--- src/rtl/tone_pkg.sv ---
// Shared constants, FSM encoding and note classifier for the tone decoder.
package tone_pkg;

   localparam logic [2:0] NOTE_DO   = 3'd0;
   localparam logic [2:0] NOTE_RE   = 3'd1;
   localparam logic [2:0] NOTE_MI   = 3'd2;
   localparam logic [2:0] NOTE_FA   = 3'd3;
   localparam logic [2:0] NOTE_NONE = 3'd4;

   localparam int unsigned DEF_DIV_DO = 23860;
   localparam int unsigned DEF_DIV_RE = 21302;
   localparam int unsigned DEF_DIV_MI = 18977;
   localparam int unsigned DEF_DIV_FA = 17906;

   typedef enum logic [1:0] {
      ST_IDLE   = 2'd0,
      ST_TRACK  = 2'd1,
      ST_LOCKED = 2'd2
   } state_t;

   // 33-bit signed difference so a full-range meas can never wrap
   function automatic logic near(input logic [31:0] meas,
                                 input logic [31:0] div,
                                 input logic [31:0] tol);
      logic signed [32:0] d;
      d = $signed({1'b0, meas}) - $signed({1'b0, div});
      if (d < 0) d = -d;
      return (d <= $signed({1'b0, tol}));
   endfunction

   function automatic logic [2:0] classify(input logic [31:0] meas,
                                           input logic [31:0] d_do,
                                           input logic [31:0] d_re,
                                           input logic [31:0] d_mi,
                                           input logic [31:0] d_fa,
                                           input logic [31:0] tol);
      logic [2:0] n;
      n = NOTE_NONE;
      if (near(meas, d_do, tol))      n = NOTE_DO;
      else if (near(meas, d_re, tol)) n = NOTE_RE;
      else if (near(meas, d_mi, tol)) n = NOTE_MI;
      else if (near(meas, d_fa, tol)) n = NOTE_FA;
      return n;
   endfunction

   function automatic logic [3:0] onehot(input logic [2:0] n);
      logic [3:0] v;
      v = 4'b0000;
      if (n != NOTE_NONE) v[n[1:0]] = 1'b1;
      return v;
   endfunction

endpackage

--- src/rtl/tone_period_meter.sv ---
// Input synchronizer, either-polarity edge detect and saturating
// interval counter; meas is the edge-to-edge spacing in clk cycles.
module tone_period_meter #(
   parameter int unsigned TIMEOUT = 65535
) (
   input  logic        clk,
   input  logic        rst,
   input  logic        i_pwm,
   output logic        o_edge,
   output logic [31:0] o_meas,
   output logic        o_timeout
);

   logic        r_s1;
   logic        r_s2;
   logic        r_s3;
   logic [31:0] r_cnt;

   always_ff @(posedge clk or posedge rst) begin
      if (rst) begin
         r_s1  <= 1'b0;
         r_s2  <= 1'b0;
         r_s3  <= 1'b0;
         r_cnt <= 32'd0;
      end else begin
         r_s1 <= i_pwm;
         r_s2 <= r_s1;
         r_s3 <= r_s2;
         if (o_edge)
            r_cnt <= 32'd1;
         else if (r_cnt != TIMEOUT)
            r_cnt <= r_cnt + 32'd1;
      end
   end

   assign o_edge    = r_s2 ^ r_s3;
   assign o_meas    = r_cnt;
   assign o_timeout = (r_cnt == TIMEOUT);

endmodule

--- src/rtl/tone_decoder.sv ---
// Tone decoder top: note classifier plus lock FSM.
// Optional TONE_DECODER_MEAS_EN adds the meas_out port.
module tone_decoder
   import tone_pkg::*;
#(
   parameter int unsigned CLK_HZ  = 25_000_000,
   parameter int unsigned DIV_DO  = DEF_DIV_DO,
   parameter int unsigned DIV_RE  = DEF_DIV_RE,
   parameter int unsigned DIV_MI  = DEF_DIV_MI,
   parameter int unsigned DIV_FA  = DEF_DIV_FA,
   parameter int unsigned TOL     = 256,
   parameter int unsigned CONFIRM = 3,
   parameter int unsigned TIMEOUT = 65535
) (
   input  logic        clk,
   input  logic        rst,
   input  logic        pwm_in,
`ifdef TONE_DECODER_MEAS_EN
   output logic [31:0] meas_out,
`endif
   output logic [3:0]  note_onehot,
   output logic        note_valid,
   output logic        note_pulse,
   output logic [31:0] note_counter
);

   if (CONFIRM < 1) begin : g_bad_confirm
      $error("CONFIRM must be at least 1");
   end
   if (CLK_HZ == 0) begin : g_bad_clk
      $error("CLK_HZ must be nonzero");
   end

   logic        w_edge;
   logic        w_timeout;
   logic [31:0] w_meas;
   logic [2:0]  w_class;
   logic [31:0] w_conf;

   state_t      r_state;
   logic [2:0]  r_cand;
   logic [31:0] r_confirm;
   logic [3:0]  r_onehot;
   logic        r_valid;
   logic        r_pulse;
   logic [31:0] r_count;

   tone_period_meter #(.TIMEOUT(TIMEOUT)) u_meter (
      .clk       (clk),
      .rst       (rst),
      .i_pwm     (pwm_in),
      .o_edge    (w_edge),
      .o_meas    (w_meas),
      .o_timeout (w_timeout)
   );

   assign w_class = classify(w_meas, DIV_DO, DIV_RE, DIV_MI, DIV_FA, TOL);
   assign w_conf  = (w_class == r_cand && r_cand != NOTE_NONE)
                  ? r_confirm + 32'd1
                  : {31'd0, w_class != NOTE_NONE};

   always_ff @(posedge clk or posedge rst) begin
      if (rst) begin
         r_state   <= ST_IDLE;
         r_cand    <= NOTE_NONE;
         r_confirm <= 32'd0;
         r_onehot  <= 4'b0000;
         r_valid   <= 1'b0;
         r_pulse   <= 1'b0;
         r_count   <= 32'd0;
      end else begin
         r_pulse <= 1'b0;
         // silence overrides any edge seen in the same cycle
         if (w_timeout) begin
            r_state   <= ST_IDLE;
            r_cand    <= NOTE_NONE;
            r_confirm <= 32'd0;
            r_onehot  <= 4'b0000;
            r_valid   <= 1'b0;
         end else if (w_edge) begin
            unique case (r_state)
               ST_IDLE: begin
                  r_state   <= ST_TRACK;
                  r_cand    <= NOTE_NONE;
                  r_confirm <= 32'd0;
               end
               ST_TRACK: begin
                  r_cand    <= w_class;
                  r_confirm <= w_conf;
                  if (w_conf >= CONFIRM) begin
                     r_state  <= ST_LOCKED;
                     r_valid  <= 1'b1;
                     r_onehot <= onehot(w_class);
                     r_pulse  <= 1'b1;
                     r_count  <= r_count + 32'd1;
                  end
               end
               ST_LOCKED: begin
                  if (w_class != r_cand) begin
                     r_state   <= ST_TRACK;
                     r_cand    <= w_class;
                     r_confirm <= {31'd0, w_class != NOTE_NONE};
                     r_valid   <= 1'b0;
                     r_onehot  <= 4'b0000;
                  end
               end
               default: r_state <= ST_IDLE;
            endcase
         end
      end
   end

`ifdef TONE_DECODER_MEAS_EN
   logic [31:0] r_meas;

   always_ff @(posedge clk or posedge rst) begin
      if (rst)
         r_meas <= 32'd0;
      else if (w_edge)
         r_meas <= w_meas;
   end

   assign meas_out = r_meas;
`endif

   assign note_onehot  = r_onehot;
   assign note_valid   = r_valid;
   assign note_pulse   = r_pulse;
   assign note_counter = r_count;

endmodule
--- config.mk ---
export PLATFORM = sky130hd
export DESIGN_NAME = tone_decoder
export DESIGN_NICKNAME = d
export VERILOG_FILES = /design/src/rtl/tone_pkg.sv /design/src/rtl/tone_period_meter.sv /design/src/rtl/tone_decoder.sv
export SDC_FILE = /design/constraint.sdc
export NUM_CORES = 1
export LEC_CHECK = 0
export CORE_ASPECT_RATIO = 0.5
export CORE_MARGIN = 2
export CORE_UTILIZATION = 30
export DETAILED_ROUTE_END_ITERATION = 7
export DONT_BUFFER_PORTS = 1
export SLEW_MARGIN = 20
export SYNTH_ARGS = -nofsm -noshare
export SYNTH_HDL_FRONTEND = slang
export SYNTH_SLANG_ARGS = --single-unit
--- constraint.sdc ---
create_clock -name clk -period 6.7 [get_ports clk]
set_clock_uncertainty 0.2 [all_clocks]
set_input_delay 2.01 -clock clk [delete_from_list [all_inputs] [get_ports clk]]
set_output_delay 2.01 -clock clk [all_outputs]
set_load 0.02 [all_outputs]
==> flow_summary_export.csv, run 1 <==
group,metric,value,unit
pwr,p_seq_share,41.1,%
die,dieArea,41000,µm²
clock_network,tritoncts,"yes",
routing,num_vias,11800,
pwr,clock_power_share,34.9,%
die,ioPinCount,41,
synth,avgSynthCellArea,7.86,µm²
critical_path,rr_worst_depth,15,
pwr,switchingPower,0.000573,W
timing,fin_ws,0.732,ns
pwr,p_per_area,137,nW/µm²
timing,final-hold-violation-count,0,
placement,gp_congestion,1.00,
grt,antenna_found_initial,1,
routing,drtPass1Iterations,6,
synth,yosys.area.top_type_share,23.1,%
hold_path,hold_end,"u_meter.r_s2",
critical_path,startpoint_type,"flip-flop",
clock_network,numCtsBuffers,9,
final_layout,nets,1468,
timing,rsz0062_at_grt,"false",
timing,fin_setup_tns,0,ns
placement,dp.cells,1965,
placement,port_buffers,0,
grt,grt_pass1_wl,61.8,mm
clock_network,ctsResizeCount,0,
clock_network,path_clk_slew,0.08,ns
timing,fin_crit,5.97,ns
timing,fmax,168,MHz
pwr,power.internal,0.00114,W
synth,synth_area_leaders,"dfrtp_1, xnor2_1, nand2_1",
timing,tightestPinTransition,0.861,ns
critical_path,reg2reg_to,"r_confirm[10]",
routing,drcViolationCount,0,
routing,wirelength,38.6,mm
pwr,leakage,4.80,nW
clock_network,worstSkewPairLatency,0.36,ns
clock_network,h-tree-depth,3,
clock_network,cts.path.max_buffers,2,
final_layout,utilization,32.3,%
final_layout,final_cells,1981,
die,start_util,30.4,%
run_status,status,"completed",
final_layout,syn2layout_area_growth,6.26,%
synth,ys_async_sr_fraction,100,%
hold_path,hp-class,"reg2reg",
placement,place_hpwl,28.7,mm
flow_run,cap_violations,0,
timing,finalSetupViolCount,0,
synth,yosysSeqAreaShare,23.3,%
die,die_h,144,µm
hold_path,holdPathStages,0,
synth,synth_cells,1501,
final_layout,postLayoutCellArea,12500,µm²
clock_network,root_buffer,"clkbuf_16",
synth,synth_nets,1523,
critical_path,crit_fanout,43,
critical_path,r2r_setup_slack,0.73,ns
timing,post-route-period-util,89.1,%
placement,pre_cts_ws,0.841,ns
clock_network,cts_setup_buffers,0,
timing,slew_headroom,41.9,%
clock_network,cts.sinks,110,
grt,grt_use_total,18.6,%
synth,ys.flop_type,"dfrtp_1",
routing,drt_iter0_drc,1219,
pwr,comb_power_share,24.0,%
synth,ys_types,117,
final_layout,layout_common_cells,"nand2_1, nor2_1, xnor2_1, dfrtp_1, nand3_1",
final_layout,drive_above_1_share,8.75,%
synth,netlist_area,11800,µm²
synth,synth_warnings,0,
synth,yosys.area.top_type,"dfrtp_1",
placement,post_dp_cell_area,12200,µm²
pwr,swShare,33.4,%
synth,ys_ff_latch,110,
clock_network,ctsHoldBuffers,0,
grt,grt_pass1_vias,11000,
critical_path,end_kind,"flip-flop",
die,row_count,51,
routing,antenna_left,0,
hold_path,min-delay-start,"u_meter.r_s1",
die,core-area,38900,µm²
final_layout,final_common_cell,"nand2_1",
final_layout,insertedDiodeCount,0,
critical_path,r2r-start,"u_meter.o_meas[2]",
timing,drv_slew,0,
critical_path,path_class,"reg2reg",
synth,synth-edff-count,0,
routing,drt-wirelength-per-cell,19.5,µm
grt,overflow,0,
routing,viasPerCell,5.95,
die,fp.dieW,284,µm
critical_path,cp.arrival,6.03,ns
grt,grt_max_degree,67,
pwr,ir_drop,112,µV
critical_path,worstPathRequired,6.77,ns
-- sequential cells by signal, indices dropped and copies added, names as in the netlist, 2 cells and up --
register,cells
note_counter,32
u_meter.o_meas,32
r_state,2
r_cand,3
note_onehot,4
r_confirm,32
-- area by class of cell --
cell class | instances | area [µm²]
clock inverter | 4 | 61.3
sequential | 110 | 2750
clock buffer | 12 | 267
multi-input combinational | 1255 | 8400
fill | 4176 | 26300
inverter | 35 | 134
timing repair buffer | 35 | 263
tap | 530 | 663
-- layer usage --
metal / vias up / wire length, µm / GRT usage (%)
li1: 5493 / - / -
met1: 5684 / 17200 / 25.1
met2: 532 / 17200 / 30.4
met3: 85 / 3070 / 2.92
met4: 2 / 1100 / 6.37
met5: - / 16 / 0
-- stage by stage --
stage / total power (W) / hold slack (ns)
CTS: 0.00173 / 0.153
floorplan: 0.00105 / 0.131
finish: 0.00171 / 0.150
global route: 0.00180 / 0.172
detailed placement: 0.00113 / 0.136
global placement: 0.00112 / 0.134
-- worst max-delay path by stage --
stage / startpoint / to / slack (ns)
2_1_floorplan: rst / note_counter[0] / 1.59
3_3_place_gp: u_meter.o_meas[2] / r_confirm[22] / 0.94
3_5_place_dp: u_meter.o_meas[2] / r_confirm[10] / 0.84
4_1_cts: u_meter.o_meas[2] / r_confirm[10] / 0.82
5_1_grt: u_meter.o_meas[2] / note_counter[11] / 0.40
6_report: u_meter.o_meas[2] / r_confirm[10] / 0.73
-- worst max-delay path: stages, from the launching register on --
cell and delay (ns):
dfrtp_1 0.58, inv_1 0.26, ha_1 0.41, or2b_4 0.35, o21ai_1 0.50, o21ai_0 0.29
or4b_1 0.59, o31a_1 0.25, nor3_1 0.23, o221ai_1 0.24, nor4_4 0.57, or3_4 0.26
o211ai_4 0.11, nand3_4 0.44, nand2_4 0.28, o31ai_1 0.31
-- power groups by stage --
stage                     logic [W]  registers [W]  clock network [W]
final                      0.000412       0.000704           0.000599
after global placement     0.000410       0.000715                  0
after detailed placement   0.000409       0.000717                  0
after floorplan            0.000345       0.000704                  0
after global routing       0.000453       0.000708           0.000640
after CTS                  0.000410       0.000703           0.000617
-- cell usage after synthesis, types with 19 or more instances --
library cell	number
nand2_1	126
nor2_1	120
dfrtp_1	109
xnor2_1	109
nand3_1	76
o21ai_0	73
a21oi_1	68
nor3_1	49
nand4_1	44
and3_1	38
clkbuf_1	38
xor2_1	30
buf_2	28
inv_1	28
o211ai_1	23
o31ai_1	23
or3_1	23
and2_1	20
nor2b_1	20
nor4_1	20
ha_1	19
-- kinds of logic (layout without fill, tap and decap cells) --
logic type / after synthesis / count (layout) / share of synthesized area (%)
compound gates: 413 / 413 / 25.4
xor+xnor: 141 / 141 / 10.6
flops: 110 / 110 / 23.3
mux: 24 / 24 / 2.11
fa+ha+maj: 19 / 19 / 2.01
buf+inv: 136 / 86 / 5.61
simple gates: 658 / 658 / 30.9
Power figures use the tool's default switching activity.
==> run 2: changes to the inputs <==
- CORE_ASPECT_RATIO: 0.5 -> 1.2
- PLACE_DENSITY_LB_ADDON: default -> 0.05
- SKIP_CTS_REPAIR_TIMING: default -> 1
==> run 2 against run 1 <==
Against the previous run:
- die area down 0.22%
- clock power decreased by 3%
- combinational power increased by 6.3%
- clock-buffer cell count shrank 3
- worst setup slack worse by 0.039 ns
==> flow_summary_export.csv, run 2 (synthesis gave the netlist of run 1 again) <==
group,metric,value,unit
critical_path,cp.arrival,6.06,ns
routing,antenna_left,0,
critical_path,path_class,"reg2reg",
timing,rsz0062_at_grt,"false",
placement,port_buffers,0,
clock_network,worstSkewPairLatency,0.39,ns
critical_path,r2r_setup_slack,0.69,ns
die,start_util,30.5,%
final_layout,insertedDiodeCount,0,
routing,wirelength,45.8,mm
timing,finalSetupViolCount,0,
timing,post-route-period-util,89.7,%
die,row_count,79,
grt,gr-max-usage-layer,"met2",
final_layout,utilization,32.6,%
routing,viasPerCell,5.86,
hold_path,hold_end,"u_meter.r_s2",
grt,grt_use_met3,2.17,%
grt,grt_max_degree,61,
timing,fin_setup_tns,0,ns
grt,antenna_found_initial,0,
grt,grt_pass1_wl,70.8,mm
timing,fmax,166,MHz
routing,num_vias,11700,
timing,tightestPinTransition,0.918,ns
routing,drt-wirelength-per-cell,22.9,µm
final_layout,final_common_cell,"nand2_1",
placement,gp_congestion,0.903,
clock_network,root_buffer,"clkbuf_16",
grt,overflow,0,
placement,place_hpwl,34.4,mm
routing,drt_iter0_drc,715,
timing,final-hold-violation-count,0,
routing,drcViolationCount,0,
clock_network,h-tree-depth,3,
clock_network,cts.sinks,110,
critical_path,startpoint_type,"flip-flop",
clock_network,tritoncts,"yes",
timing,drv_slew,0,
clock_network,cts.path.max_buffers,2,
routing,drtPass1Iterations,6,
critical_path,r2r-start,"u_meter.o_meas[1]",
grt,groute.layer.met1.usage,27.7,%
pwr,p_per_area,136,nW/µm²
final_layout,nets,1486,
critical_path,end_kind,"flip-flop",
critical_path,rr_worst_depth,15,
final_layout,syn2layout_area_growth,7.18,%
timing,fin_ws,0.693,ns
timing,fin_crit,6.01,ns
critical_path,worstPathRequired,6.75,ns
die,die_h,221,µm
timing,slew_headroom,38.8,%
hold_path,hp-class,"reg2reg",
grt,grt_pass1_vias,11400,
critical_path,reg2reg_to,"note_counter[15]",
die,dieArea,40900,µm²
final_layout,seq_area,2750,µm²
final_layout,drive_above_1_share,9.80,%
grt,grt_use_total,22.4,%
flow_run,cap_violations,0,
critical_path,crit_fanout,17,
die,fp.dieW,185,µm
clock_network,numCtsBuffers,9,
die,ioPinCount,41,
final_layout,multiInputGateArea,8390,µm²
run_status,status,"completed",
placement,pre_cts_ws,0.795,ns
final_layout,layout_common_cells,"nand2_1, nor2_1, xnor2_1, dfrtp_1, nand3_1",
die,core-area,38700,µm²
pwr,leakage,4.87,nW
final_layout,fillers,4268,
pwr,ir_drop,112,µV
hold_path,holdPathStages,0,
hold_path,min-delay-start,"u_meter.r_s1",
grt,grtUsageMet2,40.1,%
clock_network,path_clk_slew,0.09,ns
[run 2: changes by cell type in the layout (fill, tap and decap cells not counted), sizes merged]
cell | before | now
buf | 35 | 53
bufinv | 1 | 0
clkinv | 7 | 10
clkbuf | 12 | 9
inv | 31 | 32
[run 2: critical path, cell delays in order, from the launching register on]
cell,delay [ns]
dfrtp_1,0.60
inv_1,0.26
ha_1,0.34
or4b_1,0.55
a211oi_2,0.57
nor2_1,0.09
or3_1,0.34
xnor2_1,0.22
nor4_1,0.47
o221ai_1,0.28
nor4_4,0.54
o21ai_2,0.18
a211oi_4,0.42
and3_1,0.47
nand4_1,0.17
xnor2_1,0.16
[run 2: per-layer routing]
metal | vias to the layer above | share of wire (%)
met5 | - | 0
met2 | 296 | 51
met4 | 0 | 2.9
li1 | 5525 | -
met3 | 60 | 3.6
met1 | 5808 | 42
[run 2: worst max path at each step]
stage | start | endpoint | cells past startpoint
2_1_floorplan | rst | note_counter[0] | 1
3_3_place_gp | u_meter.o_meas[2] | note_counter[17] | 15
3_5_place_dp | u_meter.o_meas[2] | note_counter[15] | 15
5_1_grt | u_meter.o_meas[2] | note_counter[15] | 15
4_1_cts | u_meter.o_meas[2] | note_counter[15] | 15
6_report | u_meter.o_meas[1] | note_counter[15] | 15
[run 2: layout make-up]
cell class,instances,share of cell area [%]
Clock buffer,9,1.78
Clock inverter,7,0.683
Inverter,35,1.06
Multi-Input combinational cell,1255,66.4
Sequential cell,110,21.8
Tap cell,526,5.20
Timing Repair Buffer,53,3.15
[run 2: power breakdown]
| group | switching [W] | total [W] | internal (W) |
|---|---|---|---|
| logic | 0.000294 | 0.000438 | 0.000144 |
| clock network | 0.000311 | 0.000580 | 0.000269 |
| registers | 0.0000274 | 0.000704 | 0.000677 |
| total | 0.000632 | 0.00172 | 0.00109 |
[run 2: through the flow]
step / power [W] / hold WS, ns / area, µm² / cells
final: 0.00172 / 0.161 / 12600 / 1995
after global routing: 0.00182 / 0.186 / 12600 / 1995
after CTS: 0.00176 / 0.168 / 12600 / 1995
after detailed placement: 0.00116 / 0.148 / 12300 / 1979
after global placement: 0.00116 / 0.135 / 12300 / 1979
after floorplan: 0.00105 / 0.131 / 11800 / 1501
==> run 3: changes to the inputs <==
- CORE_UTILIZATION: 30 -> 60
==> run 3 against run 2 <==
Against the previous run:
- largest power group unchanged
- sequential power hardly changed
- clock power is 4.3% lower
- final area is 4.0% lower
- combinational power is 4.6% lower
- core utilization is 30 points higher
- critical path depth stayed put
- wire length is 17% lower
- maximum frequency is 2.3% higher
- non-clock buffer count is 20 lower
- largest cell class unchanged
- global-route usage is 14 points higher
==> flow_summary_export.csv, run 3 (synthesis gave the netlist of run 1 again) <==
group,metric,value,unit
run_status,status,"completed",
clock_network,tritoncts,"yes",
timing,final-hold-violation-count,0,
critical_path,r2r_setup_slack,0.83,ns
timing,whs,0.153,ns
grt,grt_pass1_vias,11200,
final_layout,postLayoutCellArea,12100,µm²
timing,fmax,170,MHz
critical_path,r2r-start,"u_meter.o_meas[2]",
routing,num_vias,11900,
die,start_util,60.8,%
timing,fin_setup_tns,0,ns
die,die_h,158,µm
hold_path,hp-class,"reg2reg",
pwr,clock_power_share,33.1,%
die,fp.dieW,132,µm
grt,antenna_found_initial,0,
grt,overflow,0,
placement,post_dp_cell_area,11900,µm²
pwr,power.internal,0.00108,W
routing,drt_iter0_drc,1037,
clock_network,h-tree-depth,3,
die,ioPinCount,41,
critical_path,rr_worst_depth,15,
final_layout,fillers,1816,
routing,drcViolationCount,0,
final_layout,insertedDiodeCount,0,
pwr,swShare,35.5,%
timing,drv_slew,0,
pwr,switchingPower,0.000595,W
die,core-area,19400,µm²
flow_run,cap_violations,0,
critical_path,crit_fanout,18,
critical_path,crit_end,"r_confirm[6]",
pwr,ir_drop,116,µV
grt,grt_use_total,36.3,%
routing,drtPass1Iterations,6,
final_layout,syn2layout_area_growth,2.93,%
clock_network,worstSkewPairLatency,0.37,ns
critical_path,startpoint,"u_meter.o_meas[2]",
critical_path,cp.arrival,5.94,ns
grt,grt_pass1_wl,60.2,mm
final_layout,nets,1466,
routing,maxUsedRoutingLayer,"met4",
routing,drt-wirelength-per-cell,22.2,µm
timing,post-route-period-util,87.6,%
final_layout,drive_above_1_share,8.49,%
clock_network,root_buffer,"clkbuf_16",
timing,finalSetupViolCount,0,
routing,drt-met1-wl,14.6,mm
routing,viasPerCell,6.96,
critical_path,worstPathRequired,6.77,ns
placement,port_buffers,0,
timing,tightestPinTransition,1.05,ns
timing,slew_headroom,29.7,%
routing,routed-wl-met2,18.6,mm
clock_network,numCtsBuffers,9,
clock_network,cts.sinks,110,
grt,grt_max_degree,77,
clock_network,cts.path.max_buffers,2,
placement,place_hpwl,28.2,mm
pwr,leakage,4.77,nW
critical_path,end_kind,"flip-flop",
final_layout,layout_common_cells,"nand2_1, nor2_1, xnor2_1, dfrtp_1, nand3_1",
placement,pre_cts_ws,0.929,ns
placement,gp_congestion,1.05,
pwr,p_per_area,138,nW/µm²
routing,dr_wl_met3,2.77,mm
critical_path,reg2reg_to,"r_confirm[6]",
timing,fin_ws,0.831,ns
die,dieArea,20800,µm²
timing,fin_crit,5.87,ns
critical_path,path_class,"reg2reg",
timing,rsz0062_at_grt,"false",
routing,antenna_left,0,
routing,wirelength,38.0,mm
pwr,comb_power_share,25.0,%
pwr,p_seq_share,41.9,%
clock_network,path_clk_slew,0.08,ns
critical_path,startpoint_type,"flip-flop",
final_layout,final_common_cell,"nand2_1",
die,row_count,56,
run 3: area by class of cell:
type / count / area [µm²] / area share [%]
clock buffers: 10 / 229 / 1.89
clock inverters: 6 / 62.6 / 0.515
inverters: 35 / 134 / 1.10
multi-input cells: 1255 / 8390 / 69.1
flip-flops and latches: 110 / 2750 / 22.7
well taps: 261 / 327 / 2.69
repair buffers: 33 / 248 / 2.04
run 3: critical path: stages, from the launching register on:
cell and delay [ns]:
dfrtp_1 0.58, inv_1 0.24, ha_1 0.36, or4b_1 0.57, a21oi_1 0.28, xor2_1 0.19
or4_4 0.47, or4b_4 0.52, a21oi_2 0.21, a211oi_4 0.11, nor4_1 0.75, o21ai_0 0.15
o21ai_1 0.14, and4b_1 0.48, nand2_4 0.24, o31ai_1 0.28
run 3: per-stage QoR:
stage,cells,util (%),total power [W]
2_1_floorplan,1501,-,0.00105
3_3_place_gp,1694,61.1,0.00112
3_5_place_dp,1694,61.1,0.00113
4_1_cts,1710,62.6,0.00168
5_1_grt,1710,62.6,0.00175
6_report,1710,62.6,0.00168
run 3: power by group through the flow:
stage	clock (W)	sequential, W	combinational [W]
after floorplan	0	0.000704	0.000345
after global placement	0	0.000715	0.000407
after detailed placement	0	0.000716	0.000411
after CTS	0.000566	0.000702	0.000413
after global routing	0.000583	0.000706	0.000459
final	0.000555	0.000703	0.000418
run 3: metal layers:
layer,up-vias,GRT usage [%]
met1,5725,43.2
met4,0,19.0
met3,139,5.80
li1,5485,-
met2,546,63.6
met5,-,0
run 3: worst min-delay path by stage:
stage / end / start / cells after the start
finish: u_meter.r_s2 / u_meter.r_s1 / 0
detailed placement: u_meter.r_s2 / u_meter.r_s1 / 0
global placement: u_meter.r_s2 / u_meter.r_s1 / 0
CTS: u_meter.r_s2 / u_meter.r_s1 / 0
floorplan: u_meter.r_s2 / u_meter.r_s1 / 0
global route: u_meter.r_s2 / u_meter.r_s1 / 0
